--- src/rtl/riscv_mc_ctrl.sv ---
// Multi-cycle RISC-V control FSM: sequences fetch, decode, execute, memory and
// write-back, counts retired instructions and traps on illegal opcodes or memory timeouts.
module riscv_mc_ctrl #(
   parameter int TIMEOUT = 255
) (
   input  logic        clk,
   input  logic        rst,
   input  logic [31:0] instr,
   input  logic        branch_taken,
   input  logic        mem_ack,
   output logic        mem_req,
   output logic        mem_is_fetch,
   output logic        mem_we,
   output logic        ir_write_en,
   output logic        reg_write_en,
   output logic        wb_sel,
   output logic        pc_write_en,
   output logic        pc_src,
   output logic [2:0]  state,
   output logic        trap,
   output logic [1:0]  trap_cause,
   output logic [31:0] instret
);

   typedef enum logic [2:0] {
      S_FETCH  = 3'd0,
      S_DECODE = 3'd1,
      S_EXEC   = 3'd2,
      S_MEM    = 3'd3,
      S_WB     = 3'd4,
      S_TRAP   = 3'd5
   } state_t;

   localparam logic [6:0] OP_R      = 7'b0110011;
   localparam logic [6:0] OP_I      = 7'b0010011;
   localparam logic [6:0] OP_LOAD   = 7'b0000011;
   localparam logic [6:0] OP_STORE  = 7'b0100011;
   localparam logic [6:0] OP_BRANCH = 7'b1100011;

   localparam int CW = (TIMEOUT < 2) ? 1 : $clog2(TIMEOUT + 1);

   state_t        cur_state;
   state_t        nxt_state;
   logic [1:0]    nxt_cause;
   logic [6:0]    opcode;
   logic [1:0]    cause_q;
   logic [CW-1:0] wait_cnt;
   logic          at_limit;
   logic          is_load;
   logic          is_store;
   logic          instr_unused;

   function automatic logic is_legal(input logic [6:0] op);
      return (op == OP_R) || (op == OP_I) || (op == OP_LOAD) ||
             (op == OP_STORE) || (op == OP_BRANCH);
   endfunction

   assign instr_unused = ^instr[31:7];
   assign is_load      = (opcode == OP_LOAD);
   assign is_store     = (opcode == OP_STORE);
   // This is the cycle whose missing ack would make the wait count reach TIMEOUT.
   assign at_limit     = (wait_cnt == CW'(TIMEOUT - 1));

   // State register.
   always_ff @(posedge clk or posedge rst) begin
      if (rst) begin
         cur_state <= S_FETCH;
      end else begin
         cur_state <= nxt_state;
      end
   end

   // Next-state logic; an ack always wins over a timeout in the same cycle.
   always_comb begin
      nxt_state = cur_state;
      nxt_cause = 2'b00;
      case (cur_state)
         S_FETCH: begin
            if (mem_ack) begin
               nxt_state = S_DECODE;
            end else if (at_limit) begin
               nxt_state = S_TRAP;
               nxt_cause = 2'b10;
            end
         end
         S_DECODE: begin
            if (is_legal(instr[6:0])) begin
               nxt_state = S_EXEC;
            end else begin
               nxt_state = S_TRAP;
               nxt_cause = 2'b01;
            end
         end
         S_EXEC: begin
            case (opcode)
               OP_BRANCH:         nxt_state = S_FETCH;
               OP_R, OP_I:        nxt_state = S_WB;
               OP_LOAD, OP_STORE: nxt_state = S_MEM;
               default: begin
                  nxt_state = S_TRAP;
                  nxt_cause = 2'b01;
               end
            endcase
         end
         S_MEM: begin
            if (mem_ack) begin
               nxt_state = is_load ? S_WB : S_FETCH;
            end else if (at_limit) begin
               nxt_state = S_TRAP;
               nxt_cause = 2'b11;
            end
         end
         S_WB:    nxt_state = S_FETCH;
         S_TRAP:  nxt_state = S_TRAP;
         default: nxt_state = S_FETCH;
      endcase
   end

   // Outputs are forced low during reset even though the state reads FETCH.
   always_comb begin
      mem_req      = 1'b0;
      mem_is_fetch = 1'b0;
      mem_we       = 1'b0;
      ir_write_en  = 1'b0;
      reg_write_en = 1'b0;
      wb_sel       = 1'b0;
      pc_write_en  = 1'b0;
      pc_src       = 1'b0;
      if (!rst) begin
         case (cur_state)
            S_FETCH: begin
               mem_req      = 1'b1;
               mem_is_fetch = 1'b1;
               ir_write_en  = mem_ack;
            end
            S_EXEC: begin
               if (opcode == OP_BRANCH) begin
                  pc_write_en = 1'b1;
                  pc_src      = branch_taken;
               end
            end
            S_MEM: begin
               mem_req     = 1'b1;
               mem_we      = is_store;
               pc_write_en = mem_ack && is_store;
            end
            S_WB: begin
               reg_write_en = 1'b1;
               wb_sel       = is_load;
               pc_write_en  = 1'b1;
            end
            default: ;
         endcase
      end
   end

   // Opcode, trap cause, wait counter and retire counter; every PC write is a retirement.
   always_ff @(posedge clk or posedge rst) begin
      if (rst) begin
         opcode   <= 7'd0;
         cause_q  <= 2'b00;
         wait_cnt <= '0;
         instret  <= 32'd0;
      end else begin
         if (cur_state == S_DECODE) begin
            opcode <= instr[6:0];
         end
         if (nxt_state == S_TRAP && cur_state != S_TRAP) begin
            cause_q <= nxt_cause;
         end
         if (nxt_state != cur_state) begin
            wait_cnt <= '0;
         end else if (mem_req && !mem_ack) begin
            wait_cnt <= wait_cnt + CW'(1);
         end
         if (pc_write_en) begin
            instret <= instret + 32'd1;
         end
      end
   end

   assign state      = cur_state;
   assign trap       = (cur_state == S_TRAP);
   assign trap_cause = cause_q;

endmodule

--- config.mk ---
export PLATFORM = sky130hd
export DESIGN_NAME = riscv_mc_ctrl
export DESIGN_NICKNAME = d
export VERILOG_FILES = /design/src/rtl/riscv_mc_ctrl.sv
export SDC_FILE = /design/constraint.sdc
export NUM_CORES = 1
export LEC_CHECK = 0
export BUFFER_PORTS_ARGS = -buffer_cell sky130_fd_sc_hd__buf_4
export CAP_MARGIN = 20
export CORE_MARGIN = 2
export CORE_UTILIZATION = 50
export CTS_BUF_LIST = sky130_fd_sc_hd__clkbuf_2
export DETAILED_ROUTE_END_ITERATION = 8
export PLACE_DENSITY_LB_ADDON = 0.12
export RECOVER_POWER = 100
export SLEW_MARGIN = 10
export SYNTH_ARGS = -nofsm -noshare
export SYNTH_HDL_FRONTEND = slang
export SYNTH_SLANG_ARGS = --single-unit
--- constraint.sdc ---
create_clock -name clk -period 3.5 [get_ports clk]
set_clock_uncertainty 0.15 [all_clocks]
set_input_delay 0.525 -clock clk [delete_from_list [all_inputs] [get_ports clk]]
set_output_delay 0.525 -clock clk [all_outputs]
set_load 0.02 [all_outputs]
; ---- Yosys cells after proc, flatten, opt, wreduce, memory -nomap -nowiden
; Cells that the tools add are included.
[word_totals]
ff_bits = 52
output_inout_bits = 46
word_cells = 74
[classes]
n_addsub = 2
n_eq_ne = 19
n_mux = 34
reduce_logical = 14
[op_table]
columns = cell, count
row1 = $add 32x1->32 const B, 1
row2 = $eq 7x6->1 const B, 4
row3 = $mux 1, 19
row4 = $mux 8, 2
row5 = $mux 3, 5
row6 = $pmux 3 s5, 1
row7 = $eq 7x2->1 const B, 2
row8 = $eq 7x5->1 const B, 2
row9 = $eq 7x7->1 const B, 2
row10 = $eq 3x3->1 const B, 3
row11 = $pmux 3 s3, 1
row12 = $add 8x1->8 const B, 1
row13 = $eq 8x8->1 const B, 1
row14 = $mux 2, 4
row15 = $pmux 2 s4, 1
row16 = $eq 3x2->1 const B, 2
row17 = $reduce_or 2->1, 3
row18 = $reduce_or 5->1, 1
row19 = $logic_or 1x1->1, 4
row20 = $eq 3x1->1 const B, 1
row21 = $logic_and 1x1->1, 3
row22 = $logic_not 3->1, 1
row23 = $ne 3x3->1, 1
row24 = $ne 3x3->1 const B, 1
row25 = 3 further kinds, 3

; ---- Logic depth before layout (Yosys ltp)
; Gate-level depths: netlist of the first run.
[logic_depth]
word_depth = 9
ltp_mapped = 7

; ---- Worst setup path after synthesis of the first run
; Ideal clock, no wire load.
[synth_timing]
path_kind = in2out
start = in rst
end = out wb_sel
t_arrival_ns = 2.800
t_required_ns = 2.825
setup_slack_ns = 0.025
stages = 4
cell_sequence = inv_1 > and3_1 > clkbuf_1 > nor3b_1
[synth_via]
elab_chain_len = 1
[synth_lines]
columns = element, line_no
row1 = "start, declared", 7  ; input logic rst,
row2 = $mux 1, 129  ; if (!rst) begin
row3 = "end, declared", 16  ; output logic wb_sel,
; Every way passes these cells.

; ---- Worst setup path after layout of the first run
[layout_timing]
start = reg cur_state[0], in the netlist state[0]
end = out pc_write_en
[layout_via]
elab_chain_len = 3
elab_cells_between_ends = 5
classes_between = eq/ne: 3 / mux: 2
[layout_lines]
columns = element, line_no
row1 = "start, declared", 42  ; state_t cur_state;
row2 = "start signal, assigned", 69  ; cur_state <= nxt_state;
row3 = $eq 3x3->1 / $eq 3x2->1 (equally long branches), 130  ; case (cur_state)
row4 = $pmux 1 s3 *, 130
row5 = $mux 1 *, 129
row6 = "end, declared", 17  ; output logic pc_write_en,
; Every way passes the cells marked *; elsewhere a longest branch is shown, timed or not.

==> results by group, run 1 <==
Status
  – Status: completed

Worst setup path
  – Worst path depth: 4
  – Delay-heaviest family, CP: flip-flops
  – R2R Setup Slk: 0.98 ns
  – CP required: 2.82 ns
  – Worst-path maximum fanout: 14
  – Critical-path cell list: nand2b_1 -> a2111oi_2 -> or2_2 -> clkbuf_1
  – RR Endpoint: wait_cnt[1]
  – Slowest stage delay, CP: between 0.5 and 0.6 ns
  – Setup crit start: state[0]
  – Sum of buffers and inverters on the critical path: 1
  – Critical path endpoint: pc_write_en
  – Critical R2R Launch: state[1]
  – Critical-path top delay cell: dfrtp_1
  – Data arrival, critical path: 2.32 ns
  – Critical path startpoint category: register
  – Critical path class: reg2out
  – Critical path capture point type: output port
  – R2R cell count: 6

Die
  – Die area: 0.00615 sq mm
  – Core Area: 0.00544 sq mm
  – Height of the die: ~78 microns
  – Num rows: 27
  – Die width: 78.4 microns
  – I/O pins: a little over 80
  – Initial Util: 0.509

Finish
  – Net count, final: 355
  – Core Util, Final: 0.563
  – Layout area overhead: 10.6%
  – Share of layout cells above drive strength 1: 0.117
  – Number of diodes: 0

STA
  – Min cycle time layout: 2.99 ns
  – Fin crit share: 0.855
  – Max Slew Vio Count: 0
  – Peak Freq: 0.334 GHz
  – Setup-failing EPs final: 0
  – Hold_ws: 0.172 ns
  – Worst-Margin Slew: 1.30 ns
  – Final Hold Fails: 0
  – RSZ-0062 raised after global routing: no
  – Setup total negative slack: 0 ns
  – Rel. slew slack: 0.131

Route
  – Mean routed wirelength per cell: between 10 and 15 microns
  – DRC errors left: 0
  – Post-route ant nets: 0
  – DRT iter0 DRCs: 131
  – Vias per inst: approximately 5.6
  – Routed wire length: 5790 microns
  – Vias: 2162
  – First-pass DRT Iterations: 4

Logic synthesis
  – Yosys top cell by area: dfrtp_1
  – Ys flop type: dfrtp_1
  – Synthesized area per cell: 10.7 sq um
  – Commonest cells post-synth: dfrtp_1, xnor2_1, nand2_1, nand3_1, nand4_1
  – Synth Warn #: 0
  – Count leader, synth: dfrtp_1
  – Post-synth top area share: 0.470
  – Net Count, Synth: 297
  – Number of enable flip-flop cells after synthesis: 0
  – Cell count after synthesis: 258
  – Register area share after synthesis: 0.470
  – FF+latch count, synth: 52
  – Async SR Flop Fraction: 1.00
  – Post-Syn Area: 0.00277 sq mm
  – Cell variety after synth: roughly 50
  – Area contributors post-synth: dfrtp_1, xnor2_1, nand3_1

Clock network
  – Clk buf depth: 2
  – CTS buffer count: 5
  – CTS tree: done
  – Post-CTS setup buffers: 0
  – Clock transition at path regs: 0.24 ns
  – H-tree depth: 2
  – Post-CTS Resized: 0
  – Clk root buf: clkbuf_2
  – Clk_lat worst skew: 0.42 ns
  – Hold-fix buffer count after cts: 0
  – Sink Count: between 50 and 60

Power and ir drop
  – Gate power share: 0.362
  – Power Dens Cells: 524 mW/mm^2
  – Leakage power: around 1.3 nW
  – Power share of the sequential group: 0.502
  – Clock power frac: 0.136
  – Peak VDD IR: 0.259 mV
  – Internal power: 0.000965 W
  – Sw Ratio: 0.399
  – Net Switching: between 0.0006 and 0.0007 W

Flow run
  – MaxCap Viol Count: 0

Place
  – Final Wtd Congestion: ~0.88
  – IO buf count: 56
  – DP HPWL: 4100 microns

Global route
  – Largest net degree at the start of global routing: between 50 and 60
  – Initial antenna violation count: 0
  – Grt ovf: 0
  – Vias in the first global route: approximately 2100
  – All-Layer GR Usage: 0.201
  – First-pass GRT wire length: between 9000 and 10000 microns

Min path
  – Hold/Removal Path Class: in2reg
  – Hold Crit Depth: 2
[metal layers]
metal / vias up / routed length (microns) / GRT usage
met4: 0 / 50 / 0.0509
met3: 4 / 267 / 0.0391
met2: 58 / 2830 / 0.331
li1: 1042 / - / -
met5: - / 0 / 0
met1: 1058 / 2650 / 0.274
[worst register-to-register path, cell delays in order (launching register included)]
cell and delay (ns):
dfrtp_1 0.67, nand2b_1 0.19, nor2_1 0.05, clkbuf_1 0.26, o2bb2ai_1 0.27, o31a_1 0.45, a2111oi_0 0.39
[power by group through the flow]
| stage | registers, W | clock network [W] | logic (W) |
|---|---|---|---|
| 6_report | 0.000806 | 0.000219 | 0.000580 |
| 5_1_grt | 0.000825 | 0.000250 | 0.000641 |
| 2_1_floorplan | 0.000824 | 0 | 0.000469 |
| 3_5_place_dp | 0.000819 | 0 | 0.000675 |
| 3_3_place_gp | 0.000816 | 0 | 0.000666 |
| 4_1_cts | 0.000807 | 0.000232 | 0.000677 |
[worst min path at each step]
stage,start,endpoint
finish,instr[4],opcode[4]
global route,instr[0],opcode[0]
CTS,rst,state[1]
detailed placement,instret[31],instret[31]
global placement,instret[31],instret[31]
floorplan,opcode[3],opcode[3]
[flip-flops by register name, indices dropped and copies added, names as in the netlist]
name and count:
trap_cause 2, instret 32, wait_cnt 8, opcode 7
state 3
[cell type report]
class / count / area [sq um]
flip-flops and latches: 52 / 1300
fillers: 515 / 2380
clock inverters: 2 / 7.51
repair buffers: 59 / 260
well taps: 72 / 90.1
clock buffers: 5 / 25.0
multi-input cells: 192 / 1360
inverters: 6 / 22.5
[logic make-up after synthesis]
logic type	Yosys count	synth area share
xor gates and xnor gates	39	0.123
DFF	52	0.470
muxes	8	0.0325
AOI/OAI and AO/OA	23	0.0877
adders and majority gates	3	0.0136
buffers and inverters	14	0.0285
and+or+nand+nor	119	0.244
[placed cells by master (no fill, tap or decap), drive strengths merged, types with 8 or more instances in the layout]
cell / instances
nand2: 21
xnor2: 32
clkbuf: 54
nand3: 18
buf: 10
and3: 10
nor3: 12
mux2: 8
nand4: 13
dfrtp: 52
nor2: 10
[metrics by stage]
stage / cells / power [W] / setup WS [ns] / instance area [sq um]
after CTS: 388 / 0.00172 / 0.560 / 3280
after detailed placement: 381 / 0.00149 / 1.09 / 3250
after floorplan: 258 / 0.00129 / 0.0245 / 2770
after global routing: 388 / 0.00172 / 0.350 / 3060
final: 388 / 0.00160 / 0.507 / 3060
after global placement: 381 / 0.00148 / 1.09 / 3250
(Power assumes the default switching activity.)
==> inputs of run 2 (changes only) <==
--- a/config.mk
+++ b/config.mk
@@ -5,14 +5,16 @@
 export SDC_FILE = /design/constraint.sdc
 export NUM_CORES = 1
 export LEC_CHECK = 0
+export ABC_AREA = 1
 export BUFFER_PORTS_ARGS = -buffer_cell sky130_fd_sc_hd__buf_4
 export CAP_MARGIN = 20
 export CORE_MARGIN = 2
 export CORE_UTILIZATION = 50
 export CTS_BUF_LIST = sky130_fd_sc_hd__clkbuf_2
 export DETAILED_ROUTE_END_ITERATION = 8
+export GPL_ROUTABILITY_DRIVEN = 1
 export PLACE_DENSITY_LB_ADDON = 0.12
-export RECOVER_POWER = 100
+export RECOVER_POWER = 25
 export SLEW_MARGIN = 10
 export SYNTH_ARGS = -nofsm -noshare
 export SYNTH_HDL_FRONTEND = slang
==> run 2 against run 1 <==
  * Area after synthesis grew 17%
  * Setup slack gained 0.058 ns
  * Routed wire length grew 36%
  * Largest cell class unchanged
==> results by group, run 2 <==
Global route
  – M2 GR Usage: 0.397 (+0.0662)
  – First-pass GRT wire length: 13200 microns (+32%)
  – All-Layer GR Usage: 0.225 (+0.0246)
  – Initial antenna violation count: 0 (unchanged)
  – Grt ovf: 0 (unchanged)
  – Largest net degree at the start of global routing: 38 (-28%)
  – Met3 GRT Util: 0.0364 (-0.00270)
  – Vias in the first global route: 2899 (+40%)
  – GR peak layer: met2
  – GRT met1 Usage: 0.278 (+0.00420)

Power and ir drop
  – Power Dens Cells: 568 mW/mm^2 (+8.4%)
  – Leakage power: 1.93 nW (+52%)
  – Peak VDD IR: 0.327 mV (+26%)
  – Tot Pwr: 0.00218 W (+36%)

STA
  – Setup total negative slack: 0 ns (unchanged)
  – Fin crit share: 0.838 (-0.0166)
  – Min cycle time layout: 2.93 ns (-0.0582 ns)
  – RSZ-0062 raised after global routing: no
  – Final Hold Fails: 0 (unchanged)
  – Peak Freq: 0.341 GHz (+2.0%)
  – Max Slew Vio Count: 0 (unchanged)
  – Worst-Margin Slew: 0.659 ns (-0.645 ns)
  – Setup WS post-layout: 0.565 ns (+0.0582 ns)
  – Setup-failing EPs final: 0 (unchanged)
  – Rel. slew slack: 0.558 (+0.428)

Logic synthesis
  – Post-synth top area share: 0.400 (-0.0700)
  – Commonest cells post-synth: nand2_1, dfrtp_1, nor2_1, inv_1, nand3_1
  – Register area share after synthesis: 0.400 (-0.0700)
  – Async SR Flop Fraction: 1.00 (unchanged)
  – Ys flop type: dfrtp_1
  – Post-Syn Area: 0.00325 sq mm (+17%)
  – Number of enable flip-flop cells after synthesis: 0 (unchanged)
  – Net Count, Synth: 497 (+67%)
  – Area contributors post-synth: dfrtp_1, nand2_1, nor2_1
  – Yosys top cell by area: dfrtp_1
  – FF+latch count, synth: 52 (unchanged)
  – Cell count after synthesis: 458 (+78%)
  – Synthesized area per cell: 7.10 sq um (-34%)
  – Count leader, synth: nand2_1
  – Cell variety after synth: 30 (-39%)
  – Synth Warn #: 0 (unchanged)

Place
  – Pre-CTS WS: 1.07 ns (-0.0126 ns)
  – Placed insts: 586 (+54%)
  – Final Wtd Congestion: 0.904 (+3.3%)
  – DP HPWL: 5810 microns (+42%)
  – Placement Cell Area: 0.00372 sq mm (+15%)
  – IO buf count: 56 (unchanged)

Die
  – I/O pins: 82 (unchanged)
  – Initial Util: 0.515 (+0.00617)
  – Height of the die: 84.7 microns (+8.0%)
  – Core Area: 0.00631 sq mm (+16%)
  – Die width: 84.7 microns (+8.0%)
  – Die area: 0.00717 sq mm (+17%)
  – Num rows: 29 (+7.4%)

Finish
  – Biggest regs: instret: 32 flops, wait_cnt: 8 flops, opcode: 7 flops
  – Post-Layout Cell Count: 595 (+53%)
  – Multi-input logic area: 0.00176 sq mm (+30%)
  – Most flops, register: instret
  – Max FFs per register: 32 (unchanged)
  – Fillcell total: 607 (+18%)
  – Number of diodes: 0 (unchanged)
  – Most common cell after layout, fill and taps aside: nand2_1
  – Layout area overhead: 18.2%
  – Share of layout cells above drive strength 1: 0.170 (+0.0528)
  – Net count, final: 556 (+57%)
  – Commonest cells after routing, fill and taps aside: nand2_1, buf_4, dfrtp_1
  – Final Cell Area: 0.00385 sq mm (+26%)
  – Sequential cell area: 0.00130 sq mm (unchanged)

Min path
  – Hold/Removal Path Class: in2reg

Worst setup path
  – Worst-path maximum fanout: 27 (+13)
  – Critical path class: reg2out
  – Data arrival, critical path: 2.26 ns (-0.06 ns)
  – CP required: 2.82 ns (about the same)
  – Critical path capture point type: output port
  – Critical path startpoint category: register

Clock network
  – Clk root buf: clkbuf_2
  – CTS tree: done
  – Clock transition at path regs: 0.25 ns (about the same)
  – Post-CTS setup buffers: 0 (unchanged)
  – Post-CTS Resized: 0 (unchanged)
  – CTS buffer count: 5 (unchanged)
  – Clk buf depth: 2 (unchanged)
  – Sink Count: 52 (unchanged)
  – H-tree depth: 2 (unchanged)
  – Clk_lat worst skew: 0.42 ns (about the same)

Route
  – First-pass DRT Iterations: 5 (+1)
  – Routed wire length: 7860 microns (+36%)
  – Mean routed wirelength per cell: 13.2 microns (-11%)
  – Post-route ant nets: 0 (unchanged)
  – DRC errors left: 0 (unchanged)
  – Vias per inst: 5.16 (-7.4%)
  – Vias: 3070 (+42%)
  – DRT iter0 DRCs: 164 (+25%)

Status
  – Status: completed

Flow run
  – MaxCap Viol Count: 0 (unchanged)
-- run 2: cell types whose count changed in the layout (fill, tap and decap cells not counted), sizes merged, moves of 9 or more --
cell    change
buf        +48
and3        -9
clkbuf     -48
nand2     +169
nor2       +50
inv        +28
o21ai      +11
xnor2      -18
xor2       +14
-- run 2: through the flow --
stage	utilization	hold slack [ns]
CTS	0.610	0.117
global route	0.609	0.117
finish	0.609	0.145
floorplan	-	0.314
detailed placement	0.590	0.324
global placement	0.590	0.319
-- run 2: worst paths after layout --
path	start	to	slack, ns	cells past startpoint
setup reg to reg	state[0]	wait_cnt[1]	1.21	10
max in group asynchronous	rst	instret[0]	2.19	4
hold / removal	instr[0]	opcode[0]	0.15	3
setup / recovery	state[2]	pc_write_en	0.57	8
min in group asynchronous	rst	instret[2]	0.65	4
hold reg to reg	trap_cause[0]	trap_cause[0]	0.37	2
-- run 2: report_power, final --
| part | switching, W | internal [W] | total [W] |
|---|---|---|---|
| Combinational | 0.000558 | 0.000305 | 0.000862 |
| Clock | 0.000193 | 0.000263 | 0.000456 |
| Sequential | 0.000152 | 0.000714 | 0.000866 |
-- run 2: critical path, cell delays in order, from the launching register on --
cell,delay (ns)
dfrtp_1,0.53
inv_2,0.15
nand2_1,0.10
nor2_4,0.17
nand4_1,0.11
nand3_1,0.11
nand2_1,0.08
inv_2,0.36
buf_4,0.23
-- run 2: area by class of cell --
| type | instances | area share |
|---|---|---|
| clock buffer | 5 | 0.00651 |
| multi-input combinational | 364 | 0.457 |
| tap | 77 | 0.0250 |
| sequential | 52 | 0.338 |
| inverter | 34 | 0.0332 |
| timing repair buffer | 60 | 0.117 |
| clock inverter | 3 | 0.0234 |
-- run 2: cell families after synthesis --
| kind of cell | synth area share |
|---|---|
| compound gates | 0.0323 |
| fa+ha+maj | 0.0115 |
| buf+inv | 0.0600 |
| flops | 0.400 |
| xor+xnor | 0.0942 |
| simple gates | 0.402 |
-- run 2: timing repair --
action,CTS,global route
hold buffers,1,0
endpoints found under the setup margin,0,0
endpoints found under the hold margin,20,0
-- run 2: layer usage --
layer	vias up	wire length (microns)
met1	1424	3480
met2	75	3890
li1	1557	-
met5	-	0
met4	0	199
met3	14	289
